--- src/rtl/pixel_unpacker.sv ---
// Repacks 32-bit frame-buffer words into 24-bit RGB pixels (4 pixels per 3 words).
// Fetches words through a fixed-latency request handshake and streams pixels out valid/ready.
module pixel_unpacker #(
  parameter int unsigned WORD_W       = 32,
  parameter int unsigned FRAME_PIXELS = 172800,
  parameter int unsigned FETCH_LAT    = 3
) (
  input  logic              clk,
  input  logic              rst,
  input  logic [WORD_W-1:0] word_in,
  output logic              word_req,
  input  logic              frame_start,
  input  logic              pixel_ready,
  output logic              pixel_valid,
  output logic [23:0]       pixel_rgb,
  output logic              frame_done
);

  typedef enum logic [1:0] {FIdle, FReq, FCap, FGap} fetch_state_e;

  localparam logic [16:0] WordLimit = 17'(FRAME_PIXELS * 3 / 4);
  localparam logic [17:0] PixLimit  = 18'(FRAME_PIXELS);
  localparam logic [7:0]  LatLast   = 8'(FETCH_LAT - 1);

  fetch_state_e state_q;
  logic [7:0]   lat_q;

  logic [7:0]  bytes_q [8];
  logic [7:0]  bytes_d [8];
  logic [7:0]  word_bytes [4];
  logic [3:0]  byte_cnt_q, byte_cnt_d;
  logic [16:0] word_cnt_q, word_cnt_d;
  logic [17:0] pix_cnt_q, pix_cnt_d;
  logic        frame_done_q, frame_done_d;

  logic pop;
  logic cap;
  logic fetch_ok;

  assign pop        = pixel_valid && pixel_ready;
  assign cap        = (state_q == FCap);
  // byte_cnt can reach 8 (fetch starts at <=4), which exactly fills the buffer.
  assign fetch_ok   = (byte_cnt_q <= 4'd4) && (word_cnt_q < WordLimit) && !frame_done_q;
  assign frame_done = frame_done_q;

  always_comb begin
    for (int k = 0; k < 4; k++) begin
      word_bytes[k] = word_in[WORD_W-1-8*k -: 8];
    end
  end

  always_comb begin
    logic [3:0] cnt;
    bytes_d      = bytes_q;
    cnt          = byte_cnt_q;
    word_cnt_d   = word_cnt_q;
    pix_cnt_d    = pix_cnt_q;
    frame_done_d = frame_done_q;

    if (pop) begin
      for (int i = 0; i < 5; i++) begin
        bytes_d[i] = bytes_q[i+3];
      end
      for (int i = 5; i < 8; i++) begin
        bytes_d[i] = '0;
      end
      cnt       = byte_cnt_q - 4'd3;
      pix_cnt_d = pix_cnt_q + 18'd1;
      if (pix_cnt_d == PixLimit) begin
        frame_done_d = 1'b1;
      end
    end

    // New bytes land behind whatever survives a same-cycle pop.
    if (cap) begin
      for (int j = 0; j < 8; j++) begin
        if ((4'(j) >= cnt) && (4'(j) < cnt + 4'd4)) begin
          bytes_d[j] = word_bytes[2'(4'(j) - cnt)];
        end
      end
      cnt        = cnt + 4'd4;
      word_cnt_d = word_cnt_q + 17'd1;
    end

    byte_cnt_d = cnt;

    if (frame_start) begin
      for (int i = 0; i < 8; i++) begin
        bytes_d[i] = '0;
      end
      byte_cnt_d   = '0;
      word_cnt_d   = '0;
      pix_cnt_d    = '0;
      frame_done_d = 1'b0;
    end
  end

  always_ff @(posedge clk or posedge rst) begin
    if (rst) begin
      for (int i = 0; i < 8; i++) begin
        bytes_q[i] <= '0;
      end
      byte_cnt_q   <= '0;
      word_cnt_q   <= '0;
      pix_cnt_q    <= '0;
      frame_done_q <= 1'b0;
      pixel_valid  <= 1'b0;
      pixel_rgb    <= '0;
    end else begin
      bytes_q      <= bytes_d;
      byte_cnt_q   <= byte_cnt_d;
      word_cnt_q   <= word_cnt_d;
      pix_cnt_q    <= pix_cnt_d;
      frame_done_q <= frame_done_d;
      pixel_valid  <= (byte_cnt_d >= 4'd3) && !frame_done_d;
      pixel_rgb    <= {bytes_d[0], bytes_d[1], bytes_d[2]};
    end
  end

  // Fetch sequencer; GAP chains straight into REQ so back-to-back words take FETCH_LAT+2 cycles.
  always_ff @(posedge clk or posedge rst) begin
    if (rst) begin
      state_q  <= FIdle;
      lat_q    <= '0;
      word_req <= 1'b0;
    end else if (frame_start) begin
      state_q  <= FGap;
      lat_q    <= '0;
      word_req <= 1'b0;
    end else begin
      unique case (state_q)
        FIdle: begin
          if (fetch_ok) begin
            state_q  <= FReq;
            lat_q    <= '0;
            word_req <= 1'b1;
          end
        end
        FReq: begin
          lat_q <= lat_q + 8'd1;
          if (lat_q == LatLast) begin
            state_q  <= FCap;
            word_req <= 1'b0;
          end
        end
        FCap: begin
          state_q <= FGap;
        end
        FGap: begin
          if (fetch_ok) begin
            state_q  <= FReq;
            lat_q    <= '0;
            word_req <= 1'b1;
          end else begin
            state_q <= FIdle;
          end
        end
        default: begin
          state_q  <= FIdle;
          word_req <= 1'b0;
        end
      endcase
    end
  end

endmodule
--- config.mk ---
export PLATFORM = sky130hd
export DESIGN_NAME = pixel_unpacker
export DESIGN_NICKNAME = d
export VERILOG_FILES = /design/src/rtl/pixel_unpacker.sv
export SDC_FILE = /design/constraint.sdc
export NUM_CORES = 1
export LEC_CHECK = 0
export CAP_MARGIN = 20
export CORE_ASPECT_RATIO = 1.25
export CORE_MARGIN = 3
export CORE_UTILIZATION = 40
export CTS_CLUSTER_DIAMETER = 60
export CTS_CLUSTER_SIZE = 8
export DETAILED_ROUTE_END_ITERATION = 12
export GPL_ROUTABILITY_DRIVEN = 0
export GPL_TIMING_DRIVEN = 0
export PLACE_DENSITY = 0.63
export RECOVER_POWER = 50
export SETUP_SLACK_MARGIN = 0.15
export SLEW_MARGIN = 20
export SYNTH_ARGS = -nofsm -noshare
export SYNTH_HDL_FRONTEND = slang
export SYNTH_SLANG_ARGS = --single-unit
export TNS_END_PERCENT = 10
--- constraint.sdc ---
create_clock -name clk -period 3.9 [get_ports clk]
set_input_delay 0.39 -clock clk [delete_from_list [all_inputs] [get_ports clk]]
set_output_delay 0.39 -clock clk [all_outputs]
set_load 0.01 [all_outputs]
Word level (Yosys, flattened, before mapping) --
Cells that the tools add are included.
Storage, ports and cells: register bits 140, output and inout bits 27, word-level logic and storage cells 152
Operators by class: $add $sub $neg 13, order comparisons 27, eq/ne operators 8, multiplexer cells 57, bitwise logic cells 8, reduce and logical (&&, ||, !) cells 22
Operator list (count):
- 2-to-1 mux 8 bit | 26
- 2-to-1 mux 64 bit | 3
- binary-select mux 8 bit (select 2 bit) | 8
- 2-to-1 mux 18 bit | 2
- 2-to-1 mux 17 bit | 2
- >= comparator 3 bit, second input constant | 8
- NOT 2 -> 3 bit | 8
- adder 18 x 1 -> 18 bit, second input constant | 1
- equality test 18 bit, second input constant | 1
- adder 17 x 1 -> 17 bit, second input constant | 1
- < comparator 17 bit, second input constant | 1
- >= comparator 3 x 4 -> 1 bit, first input constant | 4
- < comparator 3 x 4 -> 1 bit, first input constant | 4
- case mux 8 bit (2 select lines) | 1
- logical AND 1 bit | 12
- 2-to-1 mux 4 bit | 3
- adder 8 x 1 -> 8 bit, second input constant | 1
- equality test 8 x 2 -> 1 bit, second input constant | 1
- >= comparator 1 x 4 -> 1 bit, first input constant | 2
- >= comparator 2 x 4 -> 1 bit, first input constant | 2
- < comparator 1 x 4 -> 1 bit, first input constant | 2
- < comparator 2 x 4 -> 1 bit, first input constant | 2
- case mux 2 bit (4 select lines) | 1
- subtractor 1 x 2 -> 2 bit, first input constant | 4
- other kinds (19) | 35

Logic depth before layout (Yosys ltp) --
Gate-level depths: netlist of run 1.
depth after elaboration 10, gate-level depth with buffers 14, gate-level depth less buffers 10

Worst setup path before layout of run 1 --
Ideal clock, no wire load.
path type register to register, start register byte_cnt_q[1], end register bytes_q[30] (netlist name), library setup time 0.099 ns, data arrival time 2.736 ns, path slack 1.065 ns, stages on the path, launching flop included 15, period minus slack after synthesis 2.835 ns, cell sequence dfrtp_1 buf_2 inv_1 ha_1 buf_2 nand3_1 nand2_1 inv_1 buf_2 ha_1 a21oi_1 a211o_1 clkbuf_1 nor2_1 a311oi_1
RTL lines:
- start: declaration | RTL line 31 | logic [3:0] byte_cnt_q, byte_cnt_d;
- start signal: assignment | RTL line 111 | byte_cnt_q <= byte_cnt_d;
- end signal: assignment | RTL line 110 | bytes_q <= bytes_d;
- end: declaration | RTL line 28 | logic [7:0] bytes_q [8];

==> metrics.md, run 1 <==
| Metric | Value |
|---|---|
| H-tree levels | 4 |
| Commonest non-fill, non-tap cell in the layout | dfrtp_1 |
| CP Class | reg2reg |
| Mean Syn Cell Area | 9.78 um^2 |
| Largest net degree at the start of global routing | 62 |
| Vias in the first global route | 6107 |
| CTS Sinks | 116 |
| Leakage | 3.68 nW |
| DIE AREA | 20500 um^2 |
| Pwr dens | 617 nW/um^2 |
| Non-Filler Instances | 1091 |
| Min cycle time layout | 3540 ps |
| Util after Layout | 49.4% |
| Worst hold path stage count | 4 |
| Outcome | finished with violations |
| First-pass GRT wire length | 34300 um |
| Total Routing Usage GR | 21.6% |
| Critical path fanouts, max | 11 |
| Net count of the mapped netlist | 824 |
| Seq/Total Area, Yosys | 38.5% |
| R2r worst-path depth | 11 |
| Hold WC Path Type | in2reg |
| Post-synth EDFFs | 0 |
| Failing checks | capacitance limit, slew limit |
| #FFs+latches synth | 116 |
| Initial Util | 41.1% |
| Drt first pass iters | 6 |
| Setup bufs post-CTS | 0 |
| Layout cells sized above 1 | 14.8% |
| Max-slew violations | 56 |
| Post-DP HPWL | 15400 um |
| Initial DRC Count | 681 |
| Pre-CTS WS | 196 ps |
| Final setup vio count | 0 |
| Gr ovfl total | 0 |
| Nets | 904 |
| CP required | 4180 ps |
| Most frequent cells in the layout | dfrtp_1, nand2_1, nor2_1 |
| Average wire per standard cell | 20.0 um |
| Diode count | 0 |
| Synth Flop Type | dfrtp_1 |
| Synth Instances | 770 |
| # DRC | 0 |
| Final WL | 21800 um |
| Worst slew pin tran | 2620 ps |
| Root Driver | clkbuf_16 |
| Routed Antenna Nets | 0 |
| I/O pin cnt | 63 |
| Die height | 159 um |
| CTS Buf Count | 17 |
| Hold_ws | 368 ps |
| Row cnt | 55 |
| Cell Area, Synth | 7530 um^2 |
| Crit. End Element | flip-flop |
| Total negative slack | 0 ps |
| Critical path data arrival time | 3810 ps |
| Worst-skew pair later-pin latency | 430 ps |
| Drt via density | 5.79 |
| Startpoint Class | flip-flop |
| Clock skew | 11.0 ps |
| Final WS setup | 365 ps |
| Core outline area | 18300 um^2 |
| Placed inst area | 8450 um^2 |
| Reg clk slew, reported paths | 60 ps |
| Total chip power | 5.58 mW |
| Final cycle utilization of the critical path | 90.7% |
| Via count | 6316 |
| Post-synth cell types | 66 |
| Area Overhead vs Synth | 20.1% |
| Slew margin rel. | -75.4% |
| CTS tree | built |
| VDD IR max | 0.396 mV |
| RSZ-0062 raised after global routing | false |
| Final Hold Viols | 0 |
| Port Buffers | 60 |
| Maximum clock path buffer count | 2 |
| Yosys warnings | 0 |
| Ys async rst share | 100% |
| Die Wd | 129 um |
| Final Cell Area | 9050 um^2 |
| Cells after DPL | 1059 |
| Initial antenna violation count | 0 |
| Max Cap Viol | 1 |
| FMAX | 283 MHz |
## Yosys cell counts (9+ instances only)
master      n  share of area [%]
dfrtp_1   116                 39
nand2_1    98                4.9
nor2_1     91                4.5
mux2i_1    43                5.7
a311oi_1   40                4.7
a21oi_1    36                2.4
clkbuf_1   32                1.6
mux4_2     32                9.6
buf_4      27                2.7
xor2_1     24                2.8
nand3_1    21                1.4
inv_1      19               0.95
ha_1       18                3.0
nand4_1    18                1.5
xnor2_1    13                1.5
nor3_1     10               0.66
buf_2       9               0.60
o21ai_0     9               0.60
## registers in the layout (all words and copies together) (netlist names)
register     cells
bytes_q         62
state_q          2
pix_cnt_q       18
word_cnt_q      17
frame_done       1
pixel_valid      1
lat_q            8
word_req         1
byte_cnt_q       4
pixel_rgb        2
## path summary, 6_finish.rpt
| path | startpoint | end | slack [ps] |
|---|---|---|---|
| max | pixel_valid | bytes_q[28] | 360 |
| min | frame_start | word_req | 370 |
| max reg2reg | pixel_valid | bytes_q[28] | 360 |
| min reg2reg | bytes_q[19] | bytes_q[19] | 490 |
| max in group asynchronous | rst | bytes_q[62] | 1570 |
| min in group asynchronous | rst | pix_cnt_q[5] | 1150 |
## logic make-up after synthesis
logic type      count (synthesis)  synth area share (%)
compound gates                130                  12.6
xor+xnor                       37                  4.30
fa+ha+maj                      18                  2.99
buf+inv                        97                  6.88
flops                         116                  38.5
mux                            83                  16.5
simple gates                  289                  18.2
## final cells by class
cell class	count	area, um^2
clock buffers	18	439
clock inverters	14	151
inverters	20	76.3
well taps	228	285
repair buffers	61	628
flip-flops and latches	116	2900
fillers	1721	9260
multi-input cells	557	4120
plain buffers	77	449
## power breakdown
group          switching, mW  total [mW]  internal, mW
clock network          0.614        1.58         0.962
registers              0.180        1.65          1.47
logic                   1.33        2.35          1.02
## critical path, cell delays in order, from the launching register on
cell	delay [ps]
dfrtp_1	360
clkbuf_1	260
a21boi_1	170
nor2_4	420
buf_6	270
buf_6	200
ha_1	150
buf_1	450
clkbuf_2	440
mux4_2	390
nor2_1	180
a311oi_1	80
## per-layer routing
metal,vias to the layer above,track usage (%),routed length (um)
li1,2956,-,-
met1,3098,30.0,9420
met2,236,34.1,10500
met3,26,4.23,1440
met4,0,6.30,467
met5,-,0,0
## what timing repair did
action	in CTS	in global routing
hold buffers	0	0
resized for setup	1	4
endpoints found under the setup margin	2	12
No activity file was read; power rests on OpenSTA's default activity.
==> run 2, diff against run 1 <==
==> constraint.sdc (replaced) <==
create_clock -name clk -period 4.1 [get_ports clk]
set_input_delay 0.41 -clock clk [delete_from_list [all_inputs] [get_ports clk]]
set_output_delay 0.41 -clock clk [all_outputs]
set_load 0.05 [all_outputs]
==> run 2 against run 1 <==
Against the previous run: the run still ends with capacitance limit, slew limit left; sequential power shrank 5%; register-to-register slack lost 70 ps; first-iteration DRC count grew 3.1%; die area is the same; via count shrank 0.36%; count of clock-buffer cells in the layout is the same; cell count is the same; hold slack gained 18 ps; sequential share of layout area is essentially flat; combinational power grew 8.9%; fmax shrank 7.0%; largest cell class unchanged.
==> metrics.md, run 2 (same netlist as run 1, synthesis figures left out) <==
| Metric | Value |
|---|---|
| Most frequent cells in the layout | dfrtp_1, nand2_1, nor2_1 |
| Row cnt | 55 (unchanged) |
| Critical path data arrival time | 4130 ps (+320 ps) |
| Final setup vio count | 0 (unchanged) |
| VDD IR max | 0.381 mV (-3.9%) |
| Routed Antenna Nets | 0 (unchanged) |
| FMAX | 263 MHz (-7.0%) |
| Leakage | 3.65 nW (-0.94%) |
| DIE AREA | 20500 um^2 (unchanged) |
| Failing checks | capacitance limit, slew limit |
| Final WL | 21800 um (about the same) |
| Worst-skew pair later-pin latency | 430 ps (about the same) |
| Initial Util | 41.1% (unchanged) |
| Initial DRC Count | 702 (+3.1%) |
| Startpoint Class | flip-flop |
| Port Buffers | 60 (unchanged) |
| Hold WC Path Type | in2reg |
| Worst slew pin tran | 2610 ps (-7.83 ps) |
| Crit-path cells | inv_1 -> ha_1 -> buf_2 -> nand3_1 -> nand2_1 -> inv_1 -> buf_2 -> ha_1 -> a211o_1 -> clkbuf_1 -> nor2_1 -> a311oi_1 |
| Final Hold Viols | 0 (unchanged) |
| Min cycle time layout | 3800 ps (+266 ps) |
| Layout cells sized above 1 | 14.5% (-0.35 points) |
| I/O pin cnt | 63 (unchanged) |
| # DRC | 0 (unchanged) |
| Sw frac | 41.4% (+3.3 points) |
| Worst path max stage delay | 470 ps (+20 ps) |
| Maximum clock path buffer count | 2 (unchanged) |
| CTS Buf Count | 17 (unchanged) |
| Area Overhead vs Synth | 20.0% (about the same) |
| Total chip power | 5.63 mW (+0.80%) |
| Biggest regs | bytes_q x62, pix_cnt_q x18, word_cnt_q x17 |
| Die height | 159 um (unchanged) |
| Nets | 904 (unchanged) |
| Root Driver | clkbuf_16 |
| Clock skew | 10.7 ps (-0.319 ps) |
| Max-slew violations | 56 (unchanged) |
| First-pass GRT wire length | 34300 um (unchanged) |
| CTS tree | built |
| Internal power | 3.30 mW (-4.5%) |
| CP top delay family | buffers and inverters |
| Clk network pwr share | 26.6% (-1.6 points) |
| Final cycle utilization of the critical path | 92.7% (+2.1 points) |
| Drt via density | 5.77 (-0.36%) |
| Biggest register | bytes_q |
| Setup bufs post-CTS | 0 (unchanged) |
| CP max stage cell | dfrtp_1 |
| Core outline area | 18300 um^2 (unchanged) |
| Drt first pass iters | 5 (-1) |
| NetSw | 2.33 mW (+9.5%) |
| Total Routing Usage GR | 21.6% (unchanged) |
| Outcome | finished with violations |
| Slew margin rel. | -74.9% (+0.52 points) |
| Vias in the first global route | 6107 (unchanged) |
| Reg clk slew, reported paths | 60 ps (about the same) |
| Via count | 6293 (-0.36%) |
| Diode count | 0 (unchanged) |
| Post-DP HPWL | 15400 um (unchanged) |
| CTS Sinks | 116 (unchanged) |
| Critical path fanouts, max | 10 (-1) |
| Die Wd | 129 um (unchanged) |
| Gr ovfl total | 0 (unchanged) |
| RSZ-0062 raised after global routing | false |
| Average wire per standard cell | 20.0 um (about the same) |
| Total negative slack | 0 ps (unchanged) |
| Initial antenna violation count | 0 (unchanged) |
| Pwr dens | 622 nW/um^2 (+0.88%) |
| Logic pwr share | 45.4% (+3.2 points) |
| CP Class | reg2reg |
| CP required | 4430 ps (+250 ps) |
| Largest net degree at the start of global routing | 62 (unchanged) |
| Max Cap Viol | 1 (unchanged) |
| Commonest non-fill, non-tap cell in the layout | dfrtp_1 |
| Largest register FFs | 62 (unchanged) |
| Worst Path Buf+Inv | 5 (unchanged) |
| Crit. End Element | flip-flop |
| Sequential share of power | 27.9% (-1.7 points) |
| H-tree levels | 4 (unchanged) |
[run 2: changes by cell type in the layout (fill, tap and decap cells not counted), sizes merged]
cell           before  now
clkbuf             55   54
buf                41   42
clkdlybuf4s50      48   58
dlygate4sd3        12    2
[run 2: cell type report]
cell class | count | area (um^2)
timing repair buffer | 61 | 628
clock inverter | 14 | 151
fill | 1724 | 9260
clock buffer | 18 | 439
multi-input combinational | 557 | 4120
sequential | 116 | 2900
tap | 228 | 285
buffer | 77 | 442
inverter | 20 | 76.3
[run 2: worst register-to-register path: cells and delay by family, from the launching register on]
kind                     cells  cell delay [ps]
adder cells (fa/ha/maj)      2              580
buffers and inverters        5             1760
AO/OA/AOI/OAI                2              590
AND/OR/NAND/NOR              3              310
flip-flops                   1              470
[run 2: what timing repair did]
action | in CTS | in global routing
endpoints found under the setup margin | 0 | 2
gates resized for setup | 0 | 2
hold buffers | 0 | 0
[run 2: final timing paths]
kind / from / endpoint / slack [ps] / cells past startpoint
worst min-delay path: frame_start / word_req / 390 / 4
max in group asynchronous: rst / bytes_q[62] / 1750 / 2
worst max-delay path: byte_cnt_q[0] / bytes_q[31] / 300 / 12
worst max register to register: byte_cnt_q[0] / bytes_q[31] / 300 / 12
min in group asynchronous: rst / pix_cnt_q[5] / 1160 / 2
worst min register to register: word_req / word_req / 490 / 2
[run 2: metal layers]
| layer | global-route usage, % | vias up | wire [um] |
|---|---|---|---|
| li1 | - | 2950 | - |
| met1 | 30.0 | 3075 | 9450 |
| met2 | 34.1 | 236 | 10400 |
| met3 | 4.23 | 32 | 1400 |
| met4 | 6.30 | 0 | 481 |
| met5 | 0 | - | 0 |
[run 2: stage by stage]
stage | cell area (um^2) | util (%) | worst slack (ps) | std cells | hold WS, ps
2_1_floorplan | 7530 | - | 618 | 770 | 456
3_3_place_gp | 8420 | 46.0 | -1260 | 1058 | 471
3_5_place_dp | 8450 | 46.2 | 396 | 1059 | 475
4_1_cts | 9040 | 49.4 | 316 | 1091 | 378
5_1_grt | 9040 | 49.4 | 85.4 | 1091 | 420
6_report | 9040 | 49.4 | 298 | 1091 | 386
[run 2: power by group through the flow]
stage                     Clock, mW  Sequential (mW)  Combinational, mW
after floorplan                   0             1.56               1.80
after global placement            0             1.59               2.50
after detailed placement          0             1.59               2.51
after CTS                      1.52             1.57               2.53
after global routing           1.57             1.61               2.73
final                          1.50             1.57               2.56
==> run 3, diff against run 2 <==
--- a/config.mk
+++ b/config.mk
@@ -16,6 +16,7 @@
 export GPL_TIMING_DRIVEN = 0
 export PLACE_DENSITY = 0.63
 export RECOVER_POWER = 50
+export REMOVE_ABC_BUFFERS = 1
 export SETUP_SLACK_MARGIN = 0.15
 export SLEW_MARGIN = 20
 export SYNTH_ARGS = -nofsm -noshare
==> run 3 against run 2 <==
Against the previous run: largest power group unchanged; clock power barely moved; cell count down 6.5%; sequential power is essentially flat; critical path type unchanged; combinational power fell by 7.8%; first-iteration DRC count is 47% lower; the run still ends with capacitance limit, slew limit left.
==> metrics.md, run 3 (same netlist as run 1, synthesis figures left out) <==
| Metric | Value |
|---|---|
| Outcome | finished with violations |
| Failing checks | capacitance limit, slew limit |
| Critical path endpoint | bytes_q[50] |
| Flop2flop setup slack | 400 ps (+100 ps) |
| CTS tree | built |
| Biggest regs | bytes_q x62, pix_cnt_q x18, word_cnt_q x17 |
| Vias in the first global route | 5859 (-4.1%) |
| Critical path fanouts, max | 21 (+11) |
| Largest net degree at the start of global routing | 64 (+3.2%) |
| Hold_ws | 467 ps (+81.2 ps) |
| CP required | 4350 ps (-80 ps) |
| Average wire per standard cell | 18.8 um (-5.6%) |
| Worst-skew pair later-pin latency | 420 ps (about the same) |
| H-tree levels | 4 (unchanged) |
| Row cnt | 55 (unchanged) |
| Via count | 5986 (-4.9%) |
| Final Hold Viols | 0 (unchanged) |
| NetSw | 2.24 mW (-3.7%) |
| VDD IR max | 0.367 mV (-3.8%) |
| CP max stage cell | nand3_1 |
| Layout cells sized above 1 | 12.0% (-2.5 points) |
| Pwr dens | 621 nW/um^2 (-0.20%) |
| Critical path data arrival time | 3950 ps (-180 ps) |
| Max Cap Viol | 1 (unchanged) |
| Nets | 833 (-7.9%) |
| Final setup vio count | 0 (unchanged) |
| Non-Filler Instances | 1020 (-6.5%) |
| Initial antenna violation count | 0 (unchanged) |
| CP Class | reg2reg |
| Reg2reg start | byte_cnt_q[1] |
| Critical Path Start | byte_cnt_q[1] |
| Post-DP HPWL | 12400 um (-20%) |
| # DRC | 0 (unchanged) |
| Root Driver | clkbuf_16 |
| Min cycle time layout | 3700 ps (-104 ps) |
| Logic pwr share | 43.5% (-1.9 points) |
| Cells after DPL | 988 (-6.7%) |
| Reg2reg end | bytes_q[50] |
| Crit. End Element | flip-flop |
| Total Routing Usage GR | 19.3% (-2.3 points) |
| Crit-path cells | inv_1 -> ha_4 -> nand3_1 -> nand2_1 -> inv_1 -> nand3_1 -> a21oi_1 -> a311oi_1 |
| Die height | 159 um (unchanged) |
| Commonest non-fill, non-tap cell in the layout | dfrtp_1 |
| Worst slew pin tran | 2540 ps (-71.9 ps) |
| Sw frac | 41.3% (-0.11 points) |
| Internal power | 3.19 mW (-3.3%) |
| Slew margin rel. | -70.1% (+4.8 points) |
| I/O pin cnt | 63 (unchanged) |
| FMAX | 270 MHz (+2.8%) |
| Total negative slack | 0 ps (unchanged) |
| Worst path max stage delay | 820 ps (+350 ps) |
| Diode count | 0 (unchanged) |
| Routed Antenna Nets | 0 (unchanged) |
| Biggest register | bytes_q |
| Max-slew violations | 54 (-3.6%) |
| Die Wd | 129 um (unchanged) |
| Clock skew | 8.68 ps (-1.98 ps) |
| Gr ovfl total | 0 (unchanged) |
| R2r worst-path depth | 8 (-4) |
| Leakage | 3.44 nW (-5.8%) |
| Final WL | 19200 um (-12%) |
| Clk network pwr share | 27.1% (+0.5 points) |
| Core outline area | 18300 um^2 (unchanged) |
| Area Overhead vs Synth | 16.1% |
| Final cycle utilization of the critical path | 90.2% (-2.5 points) |
| Drt via density | 5.87 (+1.7%) |
| First-pass GRT wire length | 31500 um (-8.4%) |
| RSZ-0062 raised after global routing | true |
| Most frequent cells in the layout | dfrtp_1, nand2_1, nor2_1 |
| Reg clk slew, reported paths | 60 ps (about the same) |
| Startpoint Class | flip-flop |
| Sequential share of power | 29.4% (+1.5 points) |
| Initial DRC Count | 372 (-47%) |
| Drt first pass iters | 5 (unchanged) |
| Setup bufs post-CTS | 0 (unchanged) |
| CTS Buf Count | 17 (unchanged) |
| Port Buffers | 62 (+3.3%) |
| Maximum clock path buffer count | 2 (unchanged) |
| Hold WC Path Type | in2reg |
| Initial Util | 41.1% (unchanged) |
| Largest register FFs | 62 (unchanged) |
| CTS Sinks | 116 (unchanged) |
| DIE AREA | 20500 um^2 (unchanged) |
-- run 3: cell types whose count changed in the layout (fill, tap and decap cells not counted), moves of 2 or more --
cell        delta
buf_1          -3
clkbuf_2       -2
buf_6          -4
buf_2          -7
buf_16         +3
clkbuf_1      -32
inv_6          -4
buf_4         -26
clkinvlp_4     +3
-- run 3: per-layer routing --
metal / wire [um] / GRT usage [%] / up-vias
met5: 0 / 0 / -
met2: 9160 / 29.5 / 167
met4: 585 / 8.17 / 0
li1: - / - / 2808
met3: 999 / 4.56 / 36
met1: 8480 / 26.1 / 2975
-- run 3: power groups by stage --
stage                     sequential, mW  combinational (mW)  clock, mW
after floorplan                     1.90                1.25          0
after global placement              1.62                2.25          0
after detailed placement            1.61                2.33          0
after CTS                           1.60                2.34       1.50
after global routing                1.64                2.56       1.55
final                               1.60                2.36       1.47
-- run 3: repair_timing --
action | in CTS | in global routing
gates resized for setup | 3 | 4
gates cloned | 0 | 0
hold buffers | 0 | 0
endpoints found under the setup margin | 64 | 32
-- run 3: cell type report --
| cell class | count | area [um^2] |
|---|---|---|
| fillers | 1721 | 9560 |
| multi-input cells | 557 | 4150 |
| flip-flops and latches | 116 | 2900 |
| repair buffers | 67 | 748 |
| clock buffers | 19 | 443 |
| well taps | 228 | 285 |
| clock inverters | 13 | 135 |
| inverters | 20 | 76.3 |
-- run 3: per-stage QoR --
stage | power, mW | setup WS (ps) | utilization (%) | area [um^2]
2_1_floorplan | 3.15 | 618 | - | 7090
6_report | 5.43 | 402 | 47.8 | 8740
4_1_cts | 5.44 | 141 | 47.7 | 8730
3_3_place_gp | 3.87 | -1320 | 43.7 | 8000
3_5_place_dp | 3.94 | -613 | 44.5 | 8150
5_1_grt | 5.74 | 108 | 47.8 | 8740
-- run 3: worst max-delay path, delay by kind of cell, from the launching register on --
| kind | cells | cell delay (ps) |
|---|---|---|
| compound gates | 2 | 430 |
| buf+inv | 2 | 850 |
| fa+ha+maj | 1 | 390 |
| flops | 1 | 780 |
| simple gates | 3 | 1060 |
-- run 3: how the worst min path moves through the flow --
stage | startpoint | to | slack (ps) | cells after the start
floorplan | bytes_q[16] | bytes_q[16] | 460 | 1
global route | frame_start | bytes_q[7] | 470 | 2
detailed placement | bytes_q[18] | bytes_q[18] | 470 | 1
CTS | rst | lat_q[4] | 430 | 2
global placement | bytes_q[18] | bytes_q[18] | 470 | 1
finish | frame_start | bytes_q[7] | 470 | 2
